<file path="src/rtl/jtag_scan_sequencer.sv">
// Host-side JTAG master: walks the TAP through reset, IR and DR scans and captures TDO.
// Optional macro JTAG_SEQ_IDLE_PAD_EN appends IDLE_CYCLES Run-Test/Idle cycles after each scan.
module jtag_scan_sequencer #(
  parameter int unsigned MAXLEN      = 32,
  parameter int unsigned LENW        = 6,
  parameter int unsigned IDLE_CYCLES = 4
) (
  input  logic              TCK,
  input  logic              TRST,
  input  logic              start,
  input  logic [1:0]        op,
  input  logic [LENW-1:0]   len,
  input  logic [MAXLEN-1:0] din,
  input  logic              TDO,
  output logic              TMS,
  output logic              TDI,
  output logic              busy,
  output logic              done,
  output logic              err,
  output logic [MAXLEN-1:0] dout
);

  if (((2 ** LENW) <= MAXLEN) || (IDLE_CYCLES > 255)) begin : g_bad_cfg
    $error("jtag_scan_sequencer: need 2**LENW > MAXLEN and IDLE_CYCLES <= 255");
  end

  typedef enum logic [2:0] {
    IDLE, SYNC, HDR, SHIFT, TRL, FIN
`ifdef JTAG_SEQ_IDLE_PAD_EN
    , PAD
`endif
  } state_e;

  localparam logic [2:0]    SYNC_LAST = 3'd5;
  localparam logic [2:0]    TRL_LAST  = 3'd1;
  localparam logic [LENW:0] MAXLEN_W  = (LENW + 1)'(MAXLEN);

`ifdef JTAG_SEQ_IDLE_PAD_EN
  localparam int unsigned PADW     = (IDLE_CYCLES > 1) ? $clog2(IDLE_CYCLES) : 1;
  localparam logic [PADW-1:0] PAD_LAST = PADW'(IDLE_CYCLES - 1);
  logic [PADW-1:0] pad_q, pad_d;
`endif

  state_e            state_q, state_d;
  logic              sync_q, sync_d;
  logic              pend_q, pend_d;
  logic              is_ir_q, is_ir_d;
  logic [2:0]        step_q, step_d;
  logic [LENW-1:0]   shcnt_q, shcnt_d;
  logic [LENW-1:0]   len_q, len_d;
  logic [MAXLEN-1:0] din_q, din_d;
  logic [MAXLEN-1:0] dout_q, dout_d;
  logic              tms_q, tms_d;
  logic              tdi_q, tdi_d;
  logic              busy_q, busy_d;
  logic              done_q, done_d;
  logic              err_q, err_d;

  always_comb begin
    state_d = state_q;
    sync_d  = sync_q;
    pend_d  = pend_q;
    is_ir_d = is_ir_q;
    step_d  = step_q;
    shcnt_d = shcnt_q;
    len_d   = len_q;
    din_d   = din_q;
    dout_d  = dout_q;
    err_d   = 1'b0;
`ifdef JTAG_SEQ_IDLE_PAD_EN
    pad_d   = pad_q;
`endif

    case (state_q)
      IDLE, FIN: begin
        state_d = IDLE;
        if (start) begin
          if (op == 2'b00) begin
            state_d = SYNC;
            step_d  = '0;
            pend_d  = 1'b0;
          end else if ((op == 2'b11) || (len == '0) || ({1'b0, len} > MAXLEN_W)) begin
            err_d = 1'b1;
          end else begin
            len_d   = len;
            din_d   = din;
            is_ir_d = (op == 2'b01);
            dout_d  = '0;
            shcnt_d = '0;
            step_d  = '0;
            pend_d  = 1'b1;
            state_d = sync_q ? HDR : SYNC;
          end
        end
      end
      SYNC: begin
        if (step_q == SYNC_LAST) begin
          sync_d  = 1'b1;
          step_d  = '0;
          state_d = pend_q ? HDR : FIN;
        end else begin
          step_d = step_q + 3'd1;
        end
      end
      HDR: begin
        if (step_q == (is_ir_q ? 3'd3 : 3'd2)) begin
          state_d = SHIFT;
          shcnt_d = '0;
        end else begin
          step_d = step_q + 3'd1;
        end
      end
      SHIFT: begin
        for (int unsigned i = 0; i < MAXLEN; i++) begin
          if (shcnt_q == LENW'(i)) dout_d[i] = TDO;
        end
        if (shcnt_q == (len_q - LENW'(1))) begin
          state_d = TRL;
          step_d  = '0;
        end else begin
          shcnt_d = shcnt_q + LENW'(1);
        end
      end
      TRL: begin
        if (step_q == TRL_LAST) begin
`ifdef JTAG_SEQ_IDLE_PAD_EN
          state_d = (IDLE_CYCLES == 0) ? FIN : PAD;
          pad_d   = '0;
`else
          state_d = FIN;
`endif
        end else begin
          step_d = step_q + 3'd1;
        end
      end
`ifdef JTAG_SEQ_IDLE_PAD_EN
      PAD: begin
        if (pad_q == PAD_LAST) state_d = FIN;
        else                   pad_d   = pad_q + PADW'(1);
      end
`endif
      default: state_d = IDLE;
    endcase

    // Outputs are decoded from the next state so the registered pins line up
    // with the cycle that state represents.
    busy_d = (state_d != IDLE) && (state_d != FIN);
    done_d = (state_d == FIN);
    tdi_d  = 1'b0;
    tms_d  = 1'b0;
    case (state_d)
      IDLE, FIN: tms_d = ~sync_d;
      SYNC:      tms_d = (step_d != SYNC_LAST);
      HDR:       tms_d = is_ir_d ? (step_d < 3'd2) : (step_d == 3'd0);
      SHIFT: begin
        tms_d = (shcnt_d == (len_d - LENW'(1)));
        for (int unsigned i = 0; i < MAXLEN; i++) begin
          if (shcnt_d == LENW'(i)) tdi_d = din_d[i];
        end
      end
      TRL:       tms_d = (step_d == 3'd0);
      default:   tms_d = 1'b0;
    endcase
  end

  always_ff @(posedge TCK) begin
    if (TRST) begin
      state_q <= IDLE;
      sync_q  <= 1'b0;
      pend_q  <= 1'b0;
      is_ir_q <= 1'b0;
      step_q  <= '0;
      shcnt_q <= '0;
      len_q   <= '0;
      din_q   <= '0;
      dout_q  <= '0;
      tms_q   <= 1'b1;
      tdi_q   <= 1'b0;
      busy_q  <= 1'b0;
      done_q  <= 1'b0;
      err_q   <= 1'b0;
`ifdef JTAG_SEQ_IDLE_PAD_EN
      pad_q   <= '0;
`endif
    end else begin
      state_q <= state_d;
      sync_q  <= sync_d;
      pend_q  <= pend_d;
      is_ir_q <= is_ir_d;
      step_q  <= step_d;
      shcnt_q <= shcnt_d;
      len_q   <= len_d;
      din_q   <= din_d;
      dout_q  <= dout_d;
      tms_q   <= tms_d;
      tdi_q   <= tdi_d;
      busy_q  <= busy_d;
      done_q  <= done_d;
      err_q   <= err_d;
`ifdef JTAG_SEQ_IDLE_PAD_EN
      pad_q   <= pad_d;
`endif
    end
  end

  assign TMS  = tms_q;
  assign TDI  = tdi_q;
  assign busy = busy_q;
  assign done = done_q;
  assign err  = err_q;
  assign dout = dout_q;

endmodule
</file>
<file path="config.mk">
export PLATFORM = sky130hd
export DESIGN_NAME = jtag_scan_sequencer
export DESIGN_NICKNAME = d
export VERILOG_FILES = /design/src/rtl/jtag_scan_sequencer.sv
export SDC_FILE = /design/constraint.sdc
export NUM_CORES = 1
export LEC_CHECK = 0
export ABC_AREA = 0
export CAP_MARGIN = 20
export CORE_UTILIZATION = 54
export DETAILED_ROUTE_END_ITERATION = 10
export HOLD_SLACK_MARGIN = 0.03
export MAX_ROUTING_LAYER = met4
export PLACE_DENSITY = 0.8
export SYNTH_ARGS = -nofsm -noshare
export SYNTH_HDL_FRONTEND = slang
export SYNTH_SLANG_ARGS = --single-unit
</file>
<file path="constraint.sdc">
create_clock -name TCK -period 4.8 [get_ports TCK]
set_input_delay 0.96 -clock TCK [delete_from_list [all_inputs] [get_ports TCK]]
set_output_delay 0.96 -clock TCK [all_outputs]
set_load 0.1 [all_outputs]
</file>
==> results of run 1 <==
==> worst paths after layout <==
kind                            startpoint         to
worst min-delay path             din_q[30]  din_q[30]
worst max-delay path                len[0]        TDI
worst min register to register   din_q[30]  din_q[30]
worst max register to register    len_q[0]        TDI
==> synthesized netlist by cell type (3+ instances only) <==
library cell and number:
nand2_1 59, clkbuf_1 33, o21a_1 3, buf_1 5, mux2_2 4, a311oi_1 4
nor3b_1 4, mux2i_1 24, a311o_1 3, o21ai_0 42, and2_1 11, dfxtp_1 90
nand4_1 5, nand3_1 33, nor2_1 65, nor2b_1 12, nand2b_1 8, a211oi_1 6
inv_1 13, nor4_1 6, ha_1 8, a21oi_1 82, a31oi_1 11, o211ai_1 9
or3_1 6, buf_2 9, xnor2_1 14, xor2_1 8, nor3_1 13, o31ai_1 7
and3_1 6
==> critical path, stage by stage <==
cell and delay (ps):
clkdlybuf4s50_1 420, or3_1 390, o21a_1 280, or4b_1 690, nand3_1 170, o211ai_1 400
nor4_1 420, a211oi_1 90, a211oi_1 260, o211ai_1 130, a31oi_1 160
==> sequential cells by signal (all words and copies together), names as in the netlist <==
| signal | count |
|---|---|
| dout | 32 |
| step_q | 3 |
| din_q | 32 |
| sync_q | 1 |
| state_q | 3 |
| shcnt_q | 6 |
| done | 1 |
| TDI | 1 |
| err | 1 |
| busy | 1 |
| len_q | 6 |
| pend_q | 1 |
| is_ir_q | 1 |
| TMS | 1 |
==> power by group through the flow <==
stage | Sequential (mW) | Clock [mW] | Combinational (mW)
6_report | 0.778 | 0.471 | 0.233
5_1_grt | 0.780 | 0.508 | 0.254
4_1_cts | 0.778 | 0.478 | 0.229
3_5_place_dp | 0.795 | 0 | 0.228
3_3_place_gp | 0.794 | 0 | 0.223
2_1_floorplan | 0.807 | 0 | 0.134
==> logic make-up after synthesis <==
kind of cell             after synthesis  synth area share (%)
AND/OR/NAND/NOR                      240                  23.6
AO/OA/AOI/OAI                        195                  23.7
flip-flops                            90                  35.8
buffers and inverters                 62                  5.15
multiplexers                          28                  5.68
XOR/XNOR                              22                  3.83
adder cells (fa/ha/maj)                9                  2.19
==> routing by layer <==
layer	global-route usage [%]	part of all wire [%]
met3	4.68	5.4
met5	-	0
met2	48.3	49
met4	12.9	2.7
met1	35.6	43
==> cell type report <==
cell class,count,area [um2],share of cell area (%)
clock buffer,10,128,2.11
sequential,90,1800,29.7
tap,108,135,2.23
multi-input combinational,494,2970,49.1
clock inverter,5,40.0,0.661
inverter,13,48.8,0.805
timing repair buffer,94,933,15.4
==> metrics.md, run 1 <==
| Metric | Value |
|---|---|
| Fin crit share | 84.7% |
| Hold-fix buffers at CTS | 0 |
| Drt pass-1 iters | 8 |
| Arrival time worst endpoint | 4370 ps |
| Initial antenna violation count | 0 |
| PD cells | 244 nW/um2 |
| Vias in the first global route | 4,714 |
| Initial core utilization | 56.8% |
| Setup TNS Final | 0 ps |
| # diodes | 0 |
| Final ANT Viol Nets | 0 |
| Cells on Worst Hold Path | 2 |
| Post-Syn Area | 5030 um2 |
| Die ar. | 9700 um2 |
| Total Wirelength | 13,400 um |
| Largest net degree at the start of global routing | 62 |
| Post-layout util | 68.5% |
| Layout cells sized above 1 | 5.81% |
| # fillers | 774 |
| Internal Power | 1.06 mW |
| Pleak | 2.16 nW |
| DRT iter0 DRCs | 263 |
| CTS tree | done |
| Failing checks | DRC |
| Ys async rst share | 0% |
| Reg clk slew, reported paths | 90 ps |
| Power Total | 1.48 mW |
| Number of synthesized register bits | 90 |
| Placed Area | 5870 um2 |
| CTS Buffer Depth | 2 |
| Final Hold Fails | 0 |
| Area share of the largest cell type after synthesis | 35.8% |
| Routed via count | 5,017 |
| Library cells used by synthesis | 62 |
| Leading cell type in the layout, fill and taps excluded | dfxtp_1 |
| Main synth FF type | dfxtp_1 |
| Design area | 6060 um2 |
| Root buffer cell | clkbuf_8 |
| R2R depth | 12 |
| Final non-filler cell total | 814 |
| Warnings from Yosys | 0 |
| Worst hold path type | register to register |
| Post-synthesis sequential area ratio | 35.8% |
| Input/output buffers | 80 |
| Cts repair resizes | 0 |
| CP max FO | 13 |
| Status | complete, but fails checks |
| Synth-to-layout area growth | 20.6% |
| Yosys top cell by area | dfxtp_1 |
| Mapped Cells | 646 |
| Post-CTS Setup Bufs | 0 |
| Commonest non-fill, non-tap cells in the layout | 90 x dfxtp_1, 82 x a21oi_1, 79 x clkdlybuf4s50_1 |
| RSZ-0062 raised after global routing | false |
| Max H-tree Level | 3 |
| Logic gate share of total power | 15.7% |
| Slack of the worst reg-to-reg path | 1140 ps |
| Final nets | 754 |
| Net Sw Frac | 28.7% |
| DIE HEIGHT | 98.5 um |
| Vias per inst | 6.16 |
| Type of the worst setup path | input port to register |
| Tot GR Track Use | 29.3% |
| Setup Viol. Count Final | 0 |
| Maximum vdd drop | 172 uV |
| Max capacitance violation total | 0 |
| Syn Nets | 698 |
| Core area | 8850 um2 |
| Share of power burned in registers | 52.5% |
| Total CTS buffers | 9 |
| Die X | 98.5 um |
| Post-place setup slack | 414 ps |
| Post-synth EDFFs | 0 |
| Tmin final | 4070 ps |
| Startpoint types | input port |
| First-pass GRT wire length | 22,400 um |
| Slew HR | 32.9% |
| Worst endpoint required time | 5100 ps |
| P_sw | 426 uW |
| RePlAce Congestion | 0.938 |
| Final WS setup | 733 ps |
| Final hold slack | 461 ps |
| Crit end category | register |
| Post-DP HPWL | 9580 um |
| Synth Area per Inst | 7.78 um2 |
| Cells after DPL | 798 |
| Clk_lat worst skew | 370 ps |
| Fmax achieved | 246 MHz |
| Clock skew | 14.4 ps |
| Cell Rows | 34 |
| Main area contributors after synthesis | dfxtp_1 36%, a21oi_1 8.2%, nor2_1 4.9%, mux2i_1 4.8%, nand2_1 4.4% |
| Slew Viols, Final | 0 |
| Clock power share | 31.8% |
| Total gr overflow | 0 |
| DRC violations left | 5 |
| Sink Count | 90 |
| Worst-Margin Slew | 997 ps |
| Avg WL per Cell | 16.4 um |
| Top Ports | 81 |
No activity file was read; power rests on OpenSTA's default activity.
==> run 2, diff against run 1 <==
CORE_UTILIZATION = 49   (was 54)
PLACE_DENSITY = 0.77   (was 0.8)
clock period = 3.5 ns   (was 4.8 ns; I/O delays follow)
==> metrics.md, run 2 (synthesis results as in run 1) <==
| Metric | Value |
|---|---|
| Setup TNS Final | 0 ps (unchanged) |
| Final ANT Viol Nets | 0 (unchanged) |
| Avg WL per Cell | 16.0 um (-2.5%) |
| Vias in the first global route | 4,959 (+5.2%) |
| Routed via count | 5,309 (+5.8%) |
| Total CTS buffers | 9 (unchanged) |
| Final Hold Fails | 0 (unchanged) |
| Largest net degree at the start of global routing | 66 (+6.5%) |
| P_sw | 618 uW (+45%) |
| Fin crit share | 99.8% |
| Critical path's largest stage delay | 550 ps (-140 ps) |
| Layout cells sized above 1 | 16.5% (+11 points) |
| Startpoint types | register |
| Post-place setup slack | -416 ps (-830 ps) |
| Final hold slack | 459 ps (-1.42 ps) |
| Slowest CP cell | o311ai_0 |
| Vias per inst | 5.79 (-6.1%) |
| Final non-filler cell total | 917 (+13%) |
| Setup Viol. Count Final | 0 (unchanged) |
| Initial core utilization | 51.0% (-5.9 points) |
| Share of power burned in registers | 46.8% (-5.7 points) |
| Clk_lat worst skew | 370 ps (about the same) |
| Arrival time worst endpoint | 3790 ps (-580 ps) |
| Slew Viols, Final | 0 (unchanged) |
| Cells after DPL | 899 (+13%) |
| Net Sw Frac | 27.1% (-1.7 points) |
| Crit-path cells | inv_1 -> ha_1 -> xor2_1 -> nand2_1 -> or3_4 -> buf_4 -> o311ai_0 -> o211ai_1 -> buf_4 -> nor4_1 -> a211oi_1 -> a211oi_1 -> o211ai_1 -> a31oi_1 |
| Clock power share | 36.6% (+4.8 points) |
| Design area | 6810 um2 (+12%) |
| Sink Count | 90 (unchanged) |
| Hold-fix buffers at CTS | 0 (unchanged) |
| Type of the worst setup path | register to register |
| DIE HEIGHT | 103 um (+4.9%) |
| First-pass GRT wire length | 23,300 um (+4.2%) |
| Final WS setup | 6.23 ps (-726 ps) |
| Initial antenna violation count | 0 (unchanged) |
| Status | finished, final reports clean |
| Tmin final | 3490 ps |
| Placed Area | 6520 um2 (+11%) |
| Total gr overflow | 0 (unchanged) |
| Synth-to-layout area growth | 35.5% |
| Pleak | 2.58 nW (+20%) |
| Clock skew | 13.2 ps (-1.21 ps) |
| Reg clk slew, reported paths | 90 ps (about the same) |
| Die ar. | 10,700 um2 (+10%) |
| Total Wirelength | 14,700 um (+9.9%) |
| Fmax achieved | 286 MHz |
| CTS Buffer Depth | 2 (unchanged) |
| Crit end category | register |
| Logic gate share of total power | 16.6% (+0.9 points) |
| Core area | 9860 um2 (+11%) |
| Leading cell type in the layout, fill and taps excluded | dfxtp_1 |
| Max capacitance violation total | 0 (unchanged) |
| Power Total | 2.28 mW (+54%) |
| Drt pass-1 iters | 5 (-3) |
| CP max FO | 8 (-5) |
| Final nets | 831 (+10%) |
| RePlAce Congestion | 0.871 (-7.2%) |
| DRT iter0 DRCs | 314 (+19%) |
| # diodes | 0 (unchanged) |
| Tot GR Track Use | 29.0% (-0.29 points) |
| DRC violations left | 0 (-5) |
| Worst hold path type | register to register |
| Worst endpoint required time | 3790 ps (-1310 ps) |
| Internal Power | 1.66 mW (+57%) |
| CTS tree | done |
| PD cells | 335 nW/um2 (+37%) |
| Slew HR | 32.0% (-0.90 points) |
| Max H-tree Level | 3 (unchanged) |
| Cell Rows | 36 (+5.9%) |
| Worst-Margin Slew | 1010 ps (+13.3 ps) |
| Die X | 103 um (+4.9%) |
| Maximum vdd drop | 230 uV (+34%) |
| Top Ports | 81 (unchanged) |
| Post-layout util | 69.0% (+0.53 points) |
| Input/output buffers | 80 (unchanged) |
| Post-DP HPWL | 10,800 um (+12%) |
| Root buffer cell | clkbuf_8 |
| Commonest non-fill, non-tap cells in the layout | 89 x dfxtp_1, 85 x buf_4, 82 x a21oi_1 |
==> run 2: final timing paths <==
check,from,to,slack (ps),cells after the start
hold reg to reg,din_q[6],din_q[6],460,2
setup reg to reg,len_q[0],TDI,6,14
setup / recovery,len_q[0],TDI,6,14
hold / removal,din_q[6],din_q[6],460,2
==> run 2: area by class of cell <==
type / count / area, um2
tap: 133 / 166
inverter: 13 / 48.8
clock inverter: 6 / 96.3
fill: 794 / 3060
multi-input combinational: 494 / 3010
sequential: 90 / 1800
clock buffer: 10 / 138
timing repair buffer: 171 / 1550
==> run 2: power by group through the flow <==
stage / logic, mW / registers, mW / clock network (mW)
after global routing: 0.409 / 1.07 / 0.895
after global placement: 0.358 / 1.09 / 0
final: 0.379 / 1.07 / 0.835
after CTS: 0.369 / 1.07 / 0.850
after detailed placement: 0.366 / 1.09 / 0
after floorplan: 0.184 / 1.11 / 0
==> run 2: repair_timing <==
item / 4_1_cts / 5_1_grt
endpoints found under the setup margin: 1 / 2
pin swaps: 0 / 6
gates resized for setup: 1 / 10
cloned: 0 / 0
setup buffers: 0 / 2
==> run 2: routing by layer <==
layer  share of wire [%]  vias up  global-route usage [%]  wire length [um]
met1                  43     2484                    34.6              6260
met2                  50      207                    49.6              7300
met3                 4.6       37                    2.76               679
li1                    -     2581                       -                 -
met4                 3.0        0                    13.2               437
met5                   0        -                       -                 0
==> run 2: worst max-delay path, delay by kind of cell (launching register included) <==
family | cells | cell delay (ps)
AOI/OAI and AO/OA | 6 | 1440
and+or+nand+nor | 3 | 730
buffers and inverters | 3 | 460
DFF | 1 | 340
adders and majority gates | 1 | 290
xor gates and xnor gates | 1 | 160
==> run 3, diff against run 2 <==
CORE_MARGIN = 2   (was unset)
==> metrics.md, run 3 (synthesis results as in run 1) <==
| Metric | Value |
|---|---|
| Avg WL per Cell | 15.9 um (-0.53%) |
| Input/output buffers | 80 (unchanged) |
| Fin crit share | 98.8% (-0.99 points) |
| # diodes | 0 (unchanged) |
| Cells after DPL | 907 (+0.89%) |
| DRC violations left | 0 (unchanged) |
| RSZ-0062 raised after global routing | false |
| Power Total | 2.11 mW (-7.5%) |
| Post-layout util | 70.2% (+1.2 points) |
| Drt pass-1 iters | 5 (unchanged) |
| Pleak | 2.66 nW (+3.0%) |
| Synth-to-layout area growth | 37.8% |
| Hold-fix buffers at CTS | 0 (unchanged) |
| Maximum vdd drop | 210 uV (-8.7%) |
| Initial core utilization | 51.0% (unchanged) |
| Arrival time worst endpoint | 3700 ps (-90 ps) |
| Reg clk slew, reported paths | 90 ps (about the same) |
| Setup TNS Final | 0 ps (unchanged) |
| Vias per inst | 5.71 (-1.4%) |
| Final hold slack | 471 ps (+11.5 ps) |
| Leading cell type in the layout, fill and taps excluded | buf_4 |
| Final non-filler cell total | 934 (+1.9%) |
| Vias in the first global route | 5,154 (+3.9%) |
| Routed via count | 5,334 (+0.47%) |
| Layout cells sized above 1 | 19.4% (+2.9 points) |
| Root buffer cell | clkbuf_8 |
| Commonest non-fill, non-tap cells in the layout | 102 x buf_4, 90 x dfxtp_1, 82 x a21oi_1 |
| Worst-Margin Slew | 1030 ps (+15.5 ps) |
| Clock skew | 16.1 ps (+2.90 ps) |
| CTS tree | done |
| Crit end category | register |
| # fillers | 804 (+1.3%) |
| RePlAce Congestion | 0.909 (+4.3%) |
| Tmin final | 3460 ps (-34.6 ps) |
| DRT iter0 DRCs | 283 (-9.9%) |
| First-pass GRT wire length | 24,400 um (+4.5%) |
| Placed Area | 6540 um2 (+0.35%) |
| Die X | 105 um (+1.9%) |
| Setup Viol. Count Final | 0 (unchanged) |
| Cell Rows | 36 (unchanged) |
| Slew HR | 31.0% (-1.0 points) |
| Total Wirelength | 14,900 um (+1.3%) |
| Slew Viols, Final | 0 (unchanged) |
| Total gr overflow | 0 (unchanged) |
| Die ar. | 11,100 um2 (+3.9%) |
| Clk_lat worst skew | 370 ps (about the same) |
| Max capacitance violation total | 0 (unchanged) |
| Status | finished, final reports clean |
| Core area | 9860 um2 (unchanged) |
| Type of the worst setup path | input port to register |
| Final WS setup | 40.8 ps (+34.6 ps) |
| Largest net degree at the start of global routing | 61 (-7.6%) |
| Worst endpoint required time | 3740 ps (-50 ps) |
| Max H-tree Level | 3 (unchanged) |
| CTS Buffer Depth | 2 (unchanged) |
| Fmax achieved | 289 MHz (+1.0%) |
| DIE HEIGHT | 105 um (+1.9%) |
| CP max FO | 5 (-3) |
| Top Ports | 81 (unchanged) |
| Final nets | 848 (+2.0%) |
| Startpoint types | input port |
| Worst hold path type | register to register |
| PD cells | 304 nW/um2 (-9.1%) |
| Final ANT Viol Nets | 0 (unchanged) |
| Final Hold Fails | 0 (unchanged) |
| Tot GR Track Use | 27.6% (-1.5 points) |
| Design area | 6930 um2 (+1.7%) |
| Sink Count | 90 (unchanged) |
| Post-place setup slack | -542 ps (-126 ps) |
| Initial antenna violation count | 0 (unchanged) |
| Post-DP HPWL | 10,800 um (+0.60%) |
| Total CTS buffers | 9 (unchanged) |
## run 3: layout make-up
| class | instances | area (um2) | share of cell area (%) |
|---|---|---|---|
| Clock buffer | 10 | 128 | 1.84 |
| Tap cell | 133 | 166 | 2.40 |
| Timing Repair Buffer | 188 | 1660 | 24.0 |
| Sequential cell | 90 | 1800 | 26.0 |
| Clock inverter | 6 | 42.5 | 0.614 |
| Inverter | 13 | 48.8 | 0.704 |
| Multi-Input combinational cell | 494 | 3080 | 44.5 |
## run 3: worst max-delay path: stages
cell and delay (ps):
clkdlybuf4s50_1 440, or3_4 350, o21a_1 230, or4b_4 580, nand3_2 100, buf_4 120
a31oi_1 90, a2111o_1 420, a32oi_1 180, o211ai_1 140, o31ai_1 290, a31oi_1 70
## run 3: worst paths after layout
check,startpoint,to,slack (ps),cells after the start
worst max-delay path,len[1],TDI,40,12
worst min-delay path,din_q[6],din_q[6],470,2
worst max register to register,len_q[0],TDI,200,12
worst min register to register,din_q[6],din_q[6],470,2
## run 3: routing by layer
layer  vias to the layer above  routed length [um]  track usage (%)
met5                         -                   0                -
met4                         0                 321             8.57
met3                        36                 721             4.02
met2                       203                7440             47.4
met1                      2473                6390             33.4
li1                       2622                   -                -
## run 3: timing repair
| action | in CTS | in global routing |
|---|---|---|
| buffers inserted | 2 | 9 |
| gates resized for setup | 4 | 25 |
| setup endpoints to repair | 2 | 2 |
| pin swaps | 1 | 14 |
## run 3: power by group
part / internal [mW] / switching [mW]
combinational: 0.189 / 0.198
clock: 0.260 / 0.395
sequential: 1.05 / 0.0171
total: 1.50 / 0.610
